[src/rtl/pwm_pkg.sv]
// Shared constants for the PWM capture block: default widths, saturation value and FSM encodings.
package pwm_pkg;

    localparam int unsigned PWM_W_DEFAULT = 16;
    localparam logic [PWM_W_DEFAULT-1:0] PWM_SAT_DEFAULT = {PWM_W_DEFAULT{1'b1}};

    typedef logic [1:0] pwm_state_t;

    localparam pwm_state_t WAIT_RISE = 2'd0;
    localparam pwm_state_t MEAS_HIGH = 2'd1;
    localparam pwm_state_t MEAS_LOW  = 2'd2;
    localparam pwm_state_t STUCK     = 2'd3;

endpackage

[src/rtl/pwm_capture_sync_edge.sv]
// Synchronizes pwm_in and produces rise/fall strobes on the synchronized level.
// Defining PWM_GLITCH_FILTER_EN adds a 2-cycle agreement filter ahead of edge detection.
module pwm_capture_sync_edge
    import pwm_pkg::*;
#(
    parameter int unsigned SYNC_STAGES = 2
) (
    input  logic clk,
    input  logic rst_n,
    input  logic pwm_in,
    output logic s,
    output logic rise,
    output logic fall
);

    logic [SYNC_STAGES-1:0] sync_q;
    logic                   s_d_q;

    always_ff @(posedge clk or negedge rst_n) begin
        if (!rst_n) begin
            sync_q <= '0;
            s_d_q  <= 1'b0;
        end else begin
            sync_q <= {sync_q[SYNC_STAGES-2:0], pwm_in};
            s_d_q  <= s;
        end
    end

    assign s = sync_q[SYNC_STAGES-1];

`ifdef PWM_GLITCH_FILTER_EN
    logic filt_q;
    logic filt_d;

    // A new level is taken only once s and its delayed copy agree.
    always_comb begin
        filt_d = filt_q;
        if (s == s_d_q) begin
            filt_d = s;
        end
    end

    always_ff @(posedge clk or negedge rst_n) begin
        if (!rst_n) begin
            filt_q <= 1'b0;
        end else begin
            filt_q <= filt_d;
        end
    end

    assign rise = filt_d & ~filt_q;
    assign fall = ~filt_d & filt_q;
`else
    assign rise = s & ~s_d_q;
    assign fall = ~s & s_d_q;
`endif

endmodule

[src/rtl/pwm_capture.sv]
// Measures PWM period and high time in clk cycles, with valid strobe and stuck detection.
// Optional glitch filter in the edge detector is enabled by defining PWM_GLITCH_FILTER_EN.
module pwm_capture
    import pwm_pkg::*;
#(
    parameter int unsigned W           = PWM_W_DEFAULT,
    parameter int unsigned SYNC_STAGES = 2
) (
    input  logic         clk,
    input  logic         rst,
    input  logic         en,
    input  logic         pwm_in,
    output logic [W-1:0] period,
    output logic [W-1:0] high_time,
    output logic         valid,
    output logic         stuck,
    output logic         level
);

    localparam logic [W-1:0] CNT_SAT = {W{1'b1}};
    localparam logic [W-1:0] CNT_ONE = {{(W-1){1'b0}}, 1'b1};

    logic       s;
    logic       rise;
    logic       fall;
    pwm_state_t state;
    logic [W-1:0] cnt;
    logic [W-1:0] hcap;

    pwm_capture_sync_edge #(
        .SYNC_STAGES(SYNC_STAGES)
    ) u_sync_edge (
        .clk   (clk),
        .rst_n (rst),
        .pwm_in(pwm_in),
        .s     (s),
        .rise  (rise),
        .fall  (fall)
    );

    always_ff @(posedge clk or negedge rst) begin
        if (!rst) begin
            state     <= WAIT_RISE;
            cnt       <= '0;
            hcap      <= '0;
            period    <= '0;
            high_time <= '0;
            valid     <= 1'b0;
            stuck     <= 1'b0;
            level     <= 1'b0;
        end else begin
            level <= s;
            valid <= 1'b0;
            if (!en) begin
                state <= WAIT_RISE;
                cnt   <= '0;
                stuck <= 1'b0;
            end else begin
                // An awaited edge always takes priority over saturation.
                case (state)
                    WAIT_RISE: begin
                        if (rise) begin
                            cnt   <= CNT_ONE;
                            state <= MEAS_HIGH;
                        end else if (cnt == CNT_SAT) begin
                            stuck <= 1'b1;
                            state <= STUCK;
                        end else begin
                            cnt <= cnt + 1'b1;
                        end
                    end
                    MEAS_HIGH: begin
                        if (fall) begin
                            hcap  <= cnt;
                            cnt   <= cnt + 1'b1;
                            state <= MEAS_LOW;
                        end else if (cnt == CNT_SAT) begin
                            stuck <= 1'b1;
                            state <= STUCK;
                        end else begin
                            cnt <= cnt + 1'b1;
                        end
                    end
                    MEAS_LOW: begin
                        if (rise) begin
                            period    <= cnt;
                            high_time <= hcap;
                            valid     <= 1'b1;
                            cnt       <= CNT_ONE;
                            state     <= MEAS_HIGH;
                        end else if (cnt == CNT_SAT) begin
                            stuck <= 1'b1;
                            state <= STUCK;
                        end else begin
                            cnt <= cnt + 1'b1;
                        end
                    end
                    default: begin
                        if (rise) begin
                            stuck <= 1'b0;
                            cnt   <= CNT_ONE;
                            state <= MEAS_HIGH;
                        end
                    end
                endcase
            end
        end
    end

endmodule

[config.mk]
export PLATFORM = sky130hd
export DESIGN_NAME = pwm_capture
export DESIGN_NICKNAME = d
export VERILOG_FILES = /design/src/rtl/pwm_pkg.sv /design/src/rtl/pwm_capture_sync_edge.sv /design/src/rtl/pwm_capture.sv
export SDC_FILE = /design/constraint.sdc
export NUM_CORES = 1
export LEC_CHECK = 0
export CAP_MARGIN = 5
export CORE_ASPECT_RATIO = 1.75
export CORE_MARGIN = 2
export CORE_UTILIZATION = 58
export CTS_BUF_LIST = sky130_fd_sc_hd__clkbuf_2 sky130_fd_sc_hd__clkbuf_4 sky130_fd_sc_hd__clkbuf_8
export CTS_CLUSTER_SIZE = 20
export DETAILED_ROUTE_END_ITERATION = 7
export GPL_TIMING_DRIVEN = 0
export PLACE_DENSITY_LB_ADDON = 0.12
export SLEW_MARGIN = 40
export SYNTH_ARGS = -nofsm -noshare
export SYNTH_HDL_FRONTEND = slang
export SYNTH_HIERARCHICAL = 1
export SYNTH_SLANG_ARGS = --single-unit
[constraint.sdc]
create_clock -name clk -period 3.15 [get_ports clk]
set_input_delay 0.63 -clock clk [delete_from_list [all_inputs] [get_ports clk]]
set_output_delay 0.63 -clock clk [all_outputs]
set_load 0.02 [all_outputs]
# Word level (Yosys, flattened, before mapping)
# Cells that the tools add are included.
# Widths: inputs -> output; s select.
# word_totals
wordCells	46
reg_bits	71
input_bits	4
# op_classes
add_sub_neg	1
n_eq_ne	6
bitwise	4
n_reduce_logical	5
n_mux	21
# op_table
op	count
$mux 16	5
$pmux 16 s2	1
$add 16x1->16 const B	1
$eq 16x16->1 const B	1
$mux 2	5
$reduce_and 3->1	3
$mux 1	8
$ne 3x3->1 const B	2
$ne 4x2->1 const B	1
$pmux 2 s2	1
$and 1x1->1	2
$eq 2x1->1 const B	1
$eq 2x2->1 const B	1
$logic_not 2->1	1
$not 1->1	2
$pmux 1 s2	1
$reduce_or 2->1	1

# Longest topological paths before layout
# depth
depth_word	5
ltp_mapped	7

# Cells and area by module
# Netlist, hierarchy kept.
# modules_own_cells
mod	area_each_um2	cells_per_inst	n_inst	seq_area_each_um2
pwm_capture	3007.9	316	1	1726.7
pwm_capture_sync_edge	90.1	5	1	75.1

# Worst setup path after synthesis
# No wires, ideal clock.
# synth_timing
kind	reg-to-reg
from	register cnt[0]
to	register cnt[11]
setup_ns	0.078
synth_period_minus_slack_ns	1.842
t_arrival_ns	1.764
path_slack_ns	1.308
n_path_buf	1
stages_incl_launch_ff	8
path_cell_list	dfrtp_1 > ha_1 > and3_1 > and4_4 > buf_6 > and2_4 > or3_1 > a21oi_1
# synth_between
elab_chain_cells	5
elab_cells_between_ends	7
classes_between	1 x add/sub; 1 x eq/ne; 5 x mux
# synth_lines
element	line	rtl
from (decl)	pwm_capture.sv:27	logic [W-1:0] cnt;
from (signal assigned)	pwm_capture.sv:69	cnt <= cnt + 1'b1;
from (signal assigned)	pwm_capture.sv:75	cnt <= cnt + 1'b1;
from (signal assigned)	pwm_capture.sv:81	cnt <= cnt + 1'b1;
$add 16x1->16 or $eq 16x16->1 (tied branches)	n/a	
$mux 16	pwm_capture.sv:65, pwm_capture.sv:77, pwm_capture.sv:91	
$mux 16, on equally long branches	pwm_capture.sv:85, pwm_capture.sv:73	
$pmux 16 s2 (*)	pwm_capture.sv:60	case (state)
$mux 16 (*)	pwm_capture.sv:54	if (!en) begin
# Every way passes the cells marked *; elsewhere a longest branch is shown, timed or not.
# A chain may end at the register's enable or synchronous reset.

# Final worst setup path
# layout_timing
from	input port en
to	register period[13]
# layout_between
elab_chain_cells	1
# layout_lines
element	line	rtl
from (decl)	pwm_capture.sv:11	input logic en,
$reduce_and 3->1 (no source line)	n/a	
to (signal assigned)	pwm_capture.sv:86	period <= cnt;
to (decl)	pwm_capture.sv:13	output logic [W-1:0] period,
# Every way passes these cells.

==> summary.md <==
TritonCTS built the clock tree. The final number of max-transition violations is 0. Among all flip-flop cells after synthesis, the most frequent one is dfrtp_1. The synthesized design contains 72 register bits. In the final layout, the multi-input gates occupy 1180 um^2. The average footprint of a synthesized cell was 9.65 um^2; the initial cell density of the core was 59.4%.

The run gives 4590 um as the half-perimeter wire length of the detailed placement result. At the pin with the least slew margin, the transition time is 0.523 ns. Sequential cells were found to cover 58.2% of the synthesized design area. The detailed-route wire length is 6510 um. The post-route netlist has 12.3% of its cells at a drive strength greater than 1. After filler insertion, the fill cell instance count of the layout stands at 422. The number of setup buffers added after CTS is 0. The clock root buffer was clkbuf_8.

The via density per instance is 5.74. Hold timing on the final database bottoms out at a slack of 0.133 ns. The kind of end point of the critical path is a flip-flop. The worst setup path is launched from a primary input. Overall die area: 5960 um^2. 0 antenna diodes ended up in the layout.

Data on the critical path arrives at its endpoint at 2.42 ns. For the gate count of the mapped netlist, the log shows 321. Setup repair after global routing left no endpoint under its margin. The count of nets left with antenna violations once routing finished came out at 0. The sequential cell area came out at 1800 um^2. The congestion estimate from routability-driven global placement came to 0.859. In the synthesized netlist the async set-or-reset flop fraction comes to 100%.

The clock insertion delay at the later pin of the skew report was 0.34 ns; the total setup violations reported at the end of the flow was 0. Across every metal layer, demand over resource in global routing totals 25.0%. Synthesis produced a netlist with a net count of 326. The flow ran to the end, and the final reports show no timing, DRC or antenna violations.

The number of buffers inserted during clock tree synthesis was 9; the CTS clock-pin slew for the worst setup and hold paths was 0.07 ns. The final clock period utilization by the worst path works out to 70.3%. For the upper clock frequency limit, the log shows 0.452 GHz.

For the largest vdd supply drop, the log shows 0.344 mV. The setup path with the least slack is of type primary input to flip-flop. The Yosys step of the flow raised 6 warnings. The run gives 65.1% as the remaining max-slew budget at the tightest pin.

For the number of distinct library cells after synthesis, the log shows 43. The tools report the initial antenna violation count as 0. No sink is reached through more buffers than the 2 on the longest clock path.

The number of synthesized flops with an enable pin is 0. The die outline height is 101 um, and the port buffer count is 38. Maximum number of pins on one net before global-route repair: 49. The class of the tightest hold or removal check is primary input to async pin. The first global-routing pass estimated 11,200 um of wire. The horizontal extent of the die was 59.2 um. The power density over the cells was 479 nW/um^2; the number of maximum-capacitance constraint violations was 0. The logs give 0 for the remaining routing DRC violations and 0 for the overflow left after global routing.

The completed layout was analyzed and its total power is 1.81 mW. After the first detailed-routing iteration, the DRC count stood at 124. The H-tree depth reported by CTS was 3; the total via count after detailed routing was 2,469. For this run, the post-layout net count is 376. The critical path data required time is 3.35 ns, and the largest driver fanout on the critical path is 10.

The floorplan step defined a core boundary enclosing 5210 um^2. Hold repair after CTS inserted 0 buffers. The shortest period the worst path allows was 2.21 ns. The count of standard-cell rows is 35, and the total number of clock tree sinks is 72. The via count of the first global-routing pass is 2,430, and the iteration count of the initial detailed-routing pass is 4. The area growth from synthesis to layout is 22.3%.

Hold violation total from the final report: 0. In the final routed layout, each cell accounts on average for 15.1 um. The netlist area before placement was 3100 um^2; the quantity of gates resized following cts was 0. Pin placement for this block handled 39 I/O pins. For this design the static power due to leakage is 1.82 nW. The tools report the worst-case clock skew as 0.00999 ns.
layout by cell type (no fill, tap or decap), types with 2 or more instances in the layout:
cell type and count:
inv_1 10, clkdlybuf4s50_1 37, buf_6 3, nor3_1 4, and3_2 3, clkbuf_8 9, buf_1 3, and4_4 2
dfrtp_1 72, nand4b_1 2, mux2_2 11, and3_1 3, nand3_1 10, o21ai_0 31, buf_2 3, and4_1 2
clkinv_4 2, a21oi_1 11, a41oi_1 4, nor2b_1 2, nand2_1 104, clkbuf_1 6, a31oi_1 4, nand4_1 3
bufinv_16 2, nor2_1 8
logic make-up after synthesis:
group	share of synthesized area, %
DFF	58.2
buffers and inverters	3.88
AOI/OAI and AO/OA	11.1
muxes	4.32
and+or+nand+nor	22.1
adders and majority gates	0.404
final timing paths:
check,startpoint,endpoint,slack (ns),cells after the start
min in group clk,u_sync_edge/sync_q[0]$_DFF_PN0_,u_sync_edge/sync_q[1]$_DFF_PN0_,0.37,0
hold reg to reg,u_sync_edge/sync_q[0]$_DFF_PN0_,u_sync_edge/sync_q[1]$_DFF_PN0_,0.37,0
setup / recovery,en,period[13]$_DFFE_PN0P_,0.94,6
max in group asynchronous,rst,cnt[0]$_DFFE_PN0P_,2.52,2
hold / removal,rst,high_time[6]$_DFFE_PN0P_,0.13,1
setup reg to reg,u_sync_edge/sync_q[1]$_DFF_PN0_,period[13]$_DFFE_PN0P_,1.09,6
area by class of cell:
class,count,area share [%]
clock inverters,5,2.18
multi-input cells,223,31.0
inverters,11,1.09
flip-flops and latches,72,47.5
well taps,55,1.82
repair buffers,39,10.8
plain buffers,15,2.08
clock buffers,10,3.47
worst max-delay path, cell delays in order:
cell	delay, ns
clkdlybuf4s50_1	0.43
buf_2	0.18
nand4b_1	0.14
clkbuf_1	0.43
clkbuf_1	0.44
o21ai_0	0.16
stage by stage:
| step | TNS, ns | area (um^2) | utilization (%) | instances | worst slack [ns] |
|---|---|---|---|---|---|
| after floorplan | 0 | 3100 | - | 321 | 1.31 |
| after global placement | -61.85 | 3550 | 68.1 | 414 | -0.864 |
| after detailed placement | 0 | 3580 | 68.6 | 415 | 0.539 |
| after CTS | 0 | 3790 | 72.7 | 430 | 0.886 |
| after global routing | 0 | 3790 | 72.7 | 430 | 0.701 |
| final | 0 | 3790 | 72.7 | 430 | 0.937 |
where the power goes:
group	switching (mW)	internal [mW]	total (mW)
Sequential	0.0122	0.940	0.952
Combinational	0.0537	0.0337	0.0874
Clock	0.323	0.451	0.774
flip-flops by register name, indices dropped and copies added (netlist names):
signal	flops
cnt	16
hcap	16
high_time	16
period	16
state	2
u_sync_edge/sync_q	2
level	1
stuck	1
u_sync_edge/s_d_q	1
valid	1
Yosys cell counts, types with 2 or more instances:
cell type | n | share of area (%)
nand2_1 | 104 | 13
dfrtp_1 | 72 | 58
o21ai_0 | 31 | 5.0
a21oi_1 | 11 | 1.8
mux2_2 | 11 | 4.0
inv_1 | 10 | 1.2
nand3_1 | 10 | 1.6
nor2_1 | 8 | 0.97
clkbuf_1 | 6 | 0.73
a31oi_1 | 4 | 0.81
a41oi_1 | 4 | 1.1
nor3_1 | 4 | 0.65
and3_1 | 3 | 0.61
and3_2 | 3 | 0.73
buf_1 | 3 | 0.36
buf_2 | 3 | 0.48
nand4_1 | 3 | 0.61
and4_1 | 2 | 0.57
and4_4 | 2 | 0.73
buf_6 | 2 | 0.73
nand4b_1 | 2 | 0.57
nor2b_1 | 2 | 0.40
per-layer routing:
layer	up-vias	part of all wire (%)	global-route usage (%)
met1	1176	40	31.4
met3	18	4.7	5.26
met2	82	52	39.3
met5	-	0	0
li1	1193	-	-
met4	0	2.9	14.0
(Power assumes the default switching activity.)
